## src/rtl/bcd_binary_seq.sv

```systemverilog
// bcd_binary_seq: sequential BCD-to-binary converter (reverse double-dabble).
// A start strobe latches NDIG packed BCD digits. The converter then shifts one
// bit per clock from the BCD register S into the binary work register B.
// After BIN_W shifts, B holds the value mod 2^BIN_W. Any bits left in S mean
// the value did not fit in BIN_W bits.
//
// Handshake: start is a request that is accepted on any rising edge where the
// block is not busy (state IDLE or DONE). bcd_in is sampled on that same edge
// only. done is a one-cycle response pulse; bin_out and err become valid in
// that cycle and hold until the next done. No ready/backpressure exists on the
// result side: a consumer must capture the result while done is high, or read
// the held value afterwards.
module bcd_binary_seq #(
  parameter int NDIG  = 2,
  parameter int BIN_W = 7
) (
  input  logic                clk,
  input  logic                rst,
  input  logic                start,
  input  logic [4*NDIG-1:0]   bcd_in,
  output logic                busy,
  output logic                done,
  output logic [BIN_W-1:0]    bin_out,
  output logic                err,
  output logic [1:0]          state_dbg
);

  localparam int SW = 4 * NDIG;
  localparam int CW = $clog2(BIN_W + 1);

  localparam logic [1:0] ST_IDLE = 2'd0;
  localparam logic [1:0] ST_CONV = 2'd1;
  localparam logic [1:0] ST_DONE = 2'd2;

  logic [1:0]       state;
  logic [SW-1:0]    s_reg;
  logic [BIN_W-1:0] b_reg;
  logic [CW-1:0]    cnt;

  logic             digit_bad;
  logic [SW-1:0]    s_next;
  logic [BIN_W-1:0] b_next;
  logic             accept;
  logic             last_shift;

  // Flag the operand as invalid when any of its digits is above 9.
  always_comb begin
    digit_bad = 1'b0;
    for (int d = 0; d < NDIG; d++) begin
      if (bcd_in[4*d +: 4] > 4'd9) begin
        digit_bad = 1'b1;
      end
    end
  end

  // One reverse double-dabble step. Shift {S,B} right by one, then correct
  // every digit that is now >= 8. Such a digit absorbed a bit worth 10 from
  // the digit above, which halves to 5, but binary halving gave 8, so the
  // correction subtracts 3.
  always_comb begin
    s_next = {1'b0, s_reg[SW-1:1]};
    b_next = {s_reg[0], b_reg[BIN_W-1:1]};
    for (int d = 0; d < NDIG; d++) begin
      if (s_next[4*d +: 4] >= 4'd8) begin
        s_next[4*d +: 4] = s_next[4*d +: 4] - 4'd3;
      end
    end
  end

  // A new operand can be taken whenever no conversion is running.
  // Accepting it in DONE as well gives back-to-back operation.
  always_comb begin
    accept     = start && ((state == ST_IDLE) || (state == ST_DONE));
    last_shift = (cnt == CW'(BIN_W - 1));
  end

  // Control FSM and datapath registers. bin_out and err are written only on
  // the edges that enter DONE.
  always_ff @(posedge clk) begin
    if (rst) begin
      state   <= ST_IDLE;
      s_reg   <= '0;
      b_reg   <= '0;
      cnt     <= '0;
      bin_out <= '0;
      err     <= 1'b0;
    end else begin
      case (state)
        ST_IDLE, ST_DONE: begin
          if (accept) begin
            s_reg <= bcd_in;
            b_reg <= '0;
            cnt   <= '0;
            if (digit_bad) begin
              // Invalid operand: report at once, skip the shifting.
              state   <= ST_DONE;
              bin_out <= '0;
              err     <= 1'b1;
            end else begin
              state <= ST_CONV;
            end
          end else begin
            state <= ST_IDLE;
          end
        end
        ST_CONV: begin
          s_reg <= s_next;
          b_reg <= b_next;
          cnt   <= cnt + CW'(1);
          if (last_shift) begin
            // Anything left in S is the part of the value at or above 2^BIN_W.
            state   <= ST_DONE;
            bin_out <= b_next;
            err     <= |s_next;
          end
        end
        default: begin
          state <= ST_IDLE;
        end
      endcase
    end
  end

  // Status outputs decode the state register directly. No input reaches them
  // without passing through a flop.
  always_comb begin
    busy      = (state == ST_CONV);
    done      = (state == ST_DONE);
    state_dbg = state;
  end

endmodule

```

## config.mk

```make
export PLATFORM = sky130hd
export DESIGN_NAME = bcd_binary_seq
export DESIGN_NICKNAME = d
export VERILOG_FILES = /design/src/rtl/bcd_binary_seq.sv
export SDC_FILE = /design/constraint.sdc
export NUM_CORES = 1
export LEC_CHECK = 0
export ABC_AREA = 1
export CAP_MARGIN = 20
export CORE_MARGIN = 8
export CORE_UTILIZATION = 45
export DETAILED_ROUTE_END_ITERATION = 8
export PLACE_DENSITY = 0.7
export SLEW_MARGIN = 20
export SYNTH_ARGS = -nofsm -noshare
export SYNTH_HDL_FRONTEND = slang
export SYNTH_SLANG_ARGS = --single-unit
```

## constraint.sdc

```tcl
create_clock -name clk -period 1.5 [get_ports clk]
set_input_delay 0.225 -clock clk [delete_from_list [all_inputs] [get_ports clk]]
set_output_delay 0.225 -clock clk [all_outputs]
set_load 0.02 [all_outputs]
```

==> impl_metrics.json, run 1 <==
{
  "globalRouteOverflowTotal": 0,
  "antenna_violations_before_repair": 0,
  "timing.clock.skew_ns": 0.00861,
  "cp.required_ns": 1.27,
  "layout.core_utilization": 0.569,
  "chipWidth_um": 68.4,
  "detail_route.wl_per_cell_um": 12.3,
  "synth_largest_area_cell": "dfxtp_1",
  "min_period_over_period": 0.960,
  "yosys-mux-area-fraction": 0,
  "synth_area_um2": 1230,
  "drive_above_1_share": 0.130,
  "drt_drc_violations_left": 0,
  "root_buffer": "clkbuf_4",
  "power_density_nw_per_um2": 928,
  "post_layout_nonfiller_instances": 231,
  "master_of_the_slowest_instance_on_the_critical_path": "dfxtp_1",
  "area_share_of_the_leading_cell_type_in_the_synthesized_netlist": 0.438,
  "synth-edff-count": 0,
  "via_count": 1155,
  "final_nets": 216,
  "dieHeight_um": 68.4,
  "synth-warning-count": 0,
  "pin_count_of_the_biggest_net_entering_global_routing": 17,
  "worst_setup_path_end_kind": "output pin",
  "overall_track_demand_over_capacity_in_global_routing": 0.130,
  "clk_path_buf_depth": 2,
  "synthesis.nets": 187,
  "clk_latency_ns": 0.33,
  "coreArea_um2": 2690,
  "run_status": "finished clean",
  "synthAdderAreaFrac": 0.0406,
  "synthesis.instances": 172,
  "critical_path.max_stage_delay_ns": 0.38,
  "synth_cell_type_count": 26,
  "path_buf_inv": 2,
  "post_synthesis_sequential_area_ratio": 0.438,
  "post-place-ws_ns": -0.0336,
  "portBuffers": 22,
  "worst_hold_path_type": "reg -> reg",
  "number_of_global_route_vias_before_repair": 1120,
  "leakagePower_nw": 0.686,
  "synth_top_cells_by_area": "dfxtp_1 (44%), nand2_1 (16%), nor2_1 (6.7%), a21oi_1 (6.1%), o21ai_0 (4.5%)",
  "placedCellCount": 227,
  "antenna_left": 0,
  "max_ffs_per_register": 8,
  "maxCapViolations": 0,
  "place_hpwl_um": 2170,
  "transition_at_the_pin_with_the_smallest_max_transition_slack_ns": 0.264,
  "layout.filler_cells": 276,
  "timing.critical_path.cells": "inv_2 > nor2_4 > clkdlybuf4s15_1",
  "cpLargestDelayFamily": "buffers and inverters",
  "achievable-frequency_ghz": 0.694,
  "cts_inserted_buffers": 3,
  "synth_compound_gate_area_share": 0.135,
  "r2r_slack_ns": 0.15,
  "synth-main-ff-cell": "dfxtp_1",
  "io-pin-count": 23,
  "diodes": 0,
  "layout-area-overhead-vs-synth_pct": 23.8,
  "launching_element_type_of_the_critical_path": "flop",
  "floorplan.rows": 19,
  "synth_seq_cells": 27,
  "slew_headroom": 0.823,
  "first_pass_grt_wire_length_um": 4760,
  "worst_setup_hold_path_clk_slew_ns": 0.15,
  "cp_max_fo": 3,
  "async_flop_share": 0,
  "timing.final.crit_period_ns": 1.44,
  "place.gp.congestion": 0.839,
  "power.ir.vdd_worst_mv": 0.686,
  "tritoncts_clock_tree": "done",
  "cts.htree.levels": 1,
  "post-synth-top-count-cell": "nand2_1",
  "setup-violations-final": 0,
  "finalMaxSlewViolations": 0,
  "xor_and_xnor_fraction_of_the_mapped_netlist_area": 0,
  "criticalPathCategory": "reg -> out",
  "via_to_cell_ratio": 5.00,
  "synth_simple_gate_area_frac": 0.318,
  "final-hold-violation-count": 0,
  "unrepaired_setup_endpoints_after_global_routing": "false",
  "dr_pass1_iterations": 4,
  "start_util": 0.459,
  "die_area_um2": 4670,
  "first_iteration_detailed_routing_drc_count": 68,
  "combinational_family_with_the_most_area_after_synthesis": "simple AND/OR/NAND/NOR gates",
  "post_cts_buffers": 0,
  "worst_ep_arrival_time_ns": 1.22,
  "drt_wl_total_um": 2830,
  "postLayoutSetupSlackWorst_ns": 0.0598,
  "postSynthAreaPerCell_um2": 7.17,
  "clock_sinks": 27,
  "ys_top_cells_by_count": "nand2_1 (53), dfxtp_1 (27), nor2_1 (22)"
}
## final timing paths
path / cells past startpoint / endpoint / from
worst max-delay path: 3 / busy / state_dbg[0]
worst min-delay path: 2 / s_reg[7] / s_reg[7]
worst max register to register: 8 / err / s_reg[1]
worst min register to register: 2 / s_reg[7] / s_reg[7]
## through the flow
step | hold WS, ns | instance area (µm²) | power (mW) | setup TNS (ns)
after floorplan | 0.294 | 1230 | 0.998 | 0
after global placement | 0.447 | 1510 | 1.12 | 0
after detailed placement | 0.450 | 1510 | 1.13 | -0.0403
after CTS | 0.471 | 1530 | 1.44 | 0
after global routing | 0.497 | 1530 | 1.50 | 0
final | 0.466 | 1530 | 1.42 | 0
## final cells by class
type                       instances  area, µm²  share of cell area
inverter                          14       52.6              0.0344
timing repair buffer              29        255               0.167
tap                               31       38.8              0.0254
clock buffer                       3       22.5              0.0147
sequential                        27        542               0.355
clock inverter                     1       7.51             0.00491
multi-input combinational        126        609               0.399
## worst min-delay path, stage by stage, from the launching register on
cell and delay (ns):
dfxtp_1 0.34, nand2_1 0.05, a21oi_1 0.05
## power by group
part | leakage [nW] | switching [mW] | internal (mW)
Sequential | 0.221 | 0.0309 | 0.761
Clock | 0.0139 | 0.222 | 0.102
Combinational | 0.451 | 0.179 | 0.122
Total | 0.686 | 0.432 | 0.986
## layout by cell type (no fill, tap or decap), types with 2 or more instances in the layout
cell type and instances:
dlygate4sd2_1 10, nor3_1 2, inv_1 10, ha_1 4, nand3_1 2, or2_2 2
nand3b_1 2, dfxtp_1 26, inv_2 4, clkbuf_4 3, buf_4 7, nand2_1 53
o211ai_1 2, o21ai_0 11, nand2_2 4, clkdlybuf4s50_1 10, a21oi_1 15, nor2_1 22
## logic make-up (layout without fill, tap and decap cells)
| logic type | count (synthesis) | in the layout |
|---|---|---|
| AOI/OAI and AO/OA | 31 | 31 |
| DFF | 27 | 27 |
| buffers and inverters | 19 | 47 |
| adders and majority gates | 4 | 4 |
| and+or+nand+nor | 91 | 91 |
## per-layer routing
| layer | vias to the layer above | GRT usage | wire length [µm] |
|---|---|---|---|
| li1 | 605 | - | - |
| met1 | 525 | 0.155 | 1280 |
| met2 | 23 | 0.229 | 1460 |
| met3 | 2 | 0.0262 | 76 |
| met4 | 0 | 0.0435 | 15 |
| met5 | - | 0 | 0 |
## timing repair
item,4_1_cts,5_1_grt
endpoints found under the setup margin,12,2
pin swaps,0,0
gates resized for setup,13,3
hold buffers,0,0
Power figures use the tool's default switching activity.
==> run 2: changes to the inputs <==
--- a/config.mk
+++ b/config.mk
@@ -7,10 +7,13 @@
 export LEC_CHECK = 0
 export ABC_AREA = 1
 export CAP_MARGIN = 20
+export CELL_PAD_IN_SITES_DETAIL_PLACEMENT = 0
+export CELL_PAD_IN_SITES_GLOBAL_PLACEMENT = 2
 export CORE_MARGIN = 8
-export CORE_UTILIZATION = 45
+export CORE_UTILIZATION = 28
 export DETAILED_ROUTE_END_ITERATION = 8
-export PLACE_DENSITY = 0.7
+export PLACE_DENSITY_LB_ADDON = 0.1
+export SKIP_LAST_GASP = 1
 export SLEW_MARGIN = 20
 export SYNTH_ARGS = -nofsm -noshare
 export SYNTH_HDL_FRONTEND = slang
==> run 2 against run 1 <==
Non-clock buffer count up 6. Clock power is 32% higher. Largest power group unchanged. Critical path type unchanged. Sequential power hardly changed.
==> impl_metrics.json, run 2 (synthesized netlist as in run 1, its figures left out) <==
{
  "antenna_violations_before_repair": 0,
  "hold_start": "s_reg[7]",
  "finalMaxSlewViolations": 0,
  "die_area_um2": 6790,
  "critical_path.reg2reg.startpoint": "s_reg[1]",
  "globalRouteOverflowTotal": 0,
  "timing.clock.skew_ns": 0.00274,
  "first_iteration_detailed_routing_drc_count": 90,
  "layout-area-overhead-vs-synth_pct": 33.3,
  "dieHeight_um": 82.4,
  "post-route-cell-area_um2": 1640,
  "launching_element_type_of_the_critical_path": "flop",
  "maxCapViolations": 0,
  "overall_track_demand_over_capacity_in_global_routing": 0.105,
  "master_of_the_slowest_instance_on_the_critical_path": "clkdlybuf4s50_1",
  "number_of_global_route_vias_before_repair": 1196,
  "setup-violations-final": 0,
  "final_power_mw": 1.55,
  "diodes": 0,
  "ff2ff_path_depth": 8,
  "post_layout_nonfiller_instances": 258,
  "coreArea_um2": 4290,
  "timing.critical_path.cells": "clkdlybuf4s50_1",
  "placedCellCount": 254,
  "r2r_slack_ns": 0.14,
  "via_count": 1181,
  "total_switching_power_mw": 0.459,
  "power_density_nw_per_um2": 945,
  "fin_setup_tns_ns": 0,
  "power.share.switching": 0.296,
  "cp_max_fo": 2,
  "unrepaired_setup_endpoints_after_global_routing": "false",
  "dr_pass1_iterations": 4,
  "achievable-frequency_ghz": 0.696,
  "transition_at_the_pin_with_the_smallest_max_transition_slack_ns": 0.274,
  "worst_hold_slack_ns": 0.467,
  "cts_inserted_buffers": 3,
  "slew_headroom": 0.817,
  "worst_ep_arrival_time_ns": 1.21,
  "final_nets": 222,
  "run_status": "finished clean",
  "place.gp.congestion": 0.776,
  "power.ir.vdd_worst_mv": 0.288,
  "detail_route.wl_per_cell_um": 12.5,
  "via_to_cell_ratio": 4.58,
  "io-pin-count": 23,
  "clock_sinks": 27,
  "start_util": 0.287,
  "worst_hold_path_type": "reg -> reg",
  "seq_power_share": 0.510,
  "root_buffer": "clkbuf_8",
  "post-place-ws_ns": -0.0762,
  "min_period_over_period": 0.958,
  "chipWidth_um": 82.4,
  "final-hold-violation-count": 0,
  "cp.required_ns": 1.27,
  "postLayoutSetupSlackWorst_ns": 0.0625,
  "placed_area_um2": 1590,
  "tritoncts_clock_tree": "done",
  "place_hpwl_um": 2390,
  "pin_count_of_the_biggest_net_entering_global_routing": 17,
  "whs_endpoint": "s_reg[7]",
  "first_pass_grt_wire_length_um": 5550,
  "clk_path_buf_depth": 2,
  "leakagePower_nw": 0.771,
  "timing.final.crit_period_ns": 1.44,
  "final_common_cell": "nand2_1",
  "r2r_end": "err",
  "path_depth": 1,
  "cpLargestDelayFamily": "buffers and inverters",
  "portBuffers": 22,
  "antenna_left": 0,
  "floorplan.rows": 24,
  "worst_setup_path_startpoint": "bin_out[6]",
  "criticalPathCategory": "reg -> out",
  "share_clk_of_total_power": 0.275,
  "drt_wl_total_um": 3230,
  "hold_depth": 2,
  "max_ffs_per_register": 8,
  "layout.core_utilization": 0.383,
  "cts.htree.levels": 1,
  "power.combinational.fraction": 0.214,
  "cell_internal_pwr_mw": 1.09,
  "path_buf_inv": 1,
  "clk_latency_ns": 0.27,
  "drive_above_1_share": 0.146,
  "layout.cells.most_common_list": "nand2_1 (53), dfxtp_1 (27), nor2_1 (22)",
  "critical_path.max_stage_delay_ns": 0.60,
  "drt_drc_violations_left": 0,
  "worst_setup_path_end_kind": "output pin",
  "worst_setup_hold_path_clk_slew_ns": 0.10
}
-- run 2: cell count changes in the layout (fill, tap and decap cells not counted), moves of 3 or more --
cell,before,now
clkbuf_8,0,3
buf_4,7,13
dlygate4sd2_1,10,2
dlymetal6s2s_1,0,5
clkdlybuf4s50_1,10,13
clkbuf_4,3,0
-- run 2: how the worst max path moves through the flow --
stage | slack, ns | to
floorplan | 0.18 | bin_out[4]
global placement | -0.06 | err
detailed placement | -0.08 | err
CTS | 0.01 | bin_out[5]
global route | 0.004 | bin_out[6]
finish | 0.06 | bin_out[6]
-- run 2: metal layers --
metal  vias up  GRT usage  wire (µm)
li1        618          -          -
met1       536      0.133       1590
met4         0     0.0368         19
met2        25      0.172       1430
met5         -          0          0
met3         2     0.0206        192
-- run 2: power groups by stage --
stage,sequential (mW),combinational (mW),clock [mW]
2_1_floorplan,0.829,0.169,0
3_3_place_gp,0.809,0.340,0
3_5_place_dp,0.810,0.342,0
4_1_cts,0.794,0.338,0.447
5_1_grt,0.801,0.374,0.474
6_report,0.793,0.333,0.428
-- run 2: final cells by class --
cell class / instances / area (µm²)
clock buffer: 3 / 41.3
clock inverter: 1 / 7.51
fill: 458 / 2650
inverter: 14 / 52.6
multi-input combinational: 126 / 609
sequential: 27 / 541
tap: 52 / 65.1
timing repair buffer: 35 / 328
-- run 2: worst register-to-register path, delay by kind of cell (launching register included) --
kind,cells,cell delay [ns]
adder cells (fa/ha/maj),1,0.30
buffers and inverters,1,0.09
flip-flops,1,0.39
AND/OR/NAND/NOR,6,0.49
-- run 2: what timing repair did --
item,CTS,global route
hold buffers,0,0
gates resized for setup,4,7
setup buffers,0,0
pin swaps,0,0
setup endpoints to repair,4,7
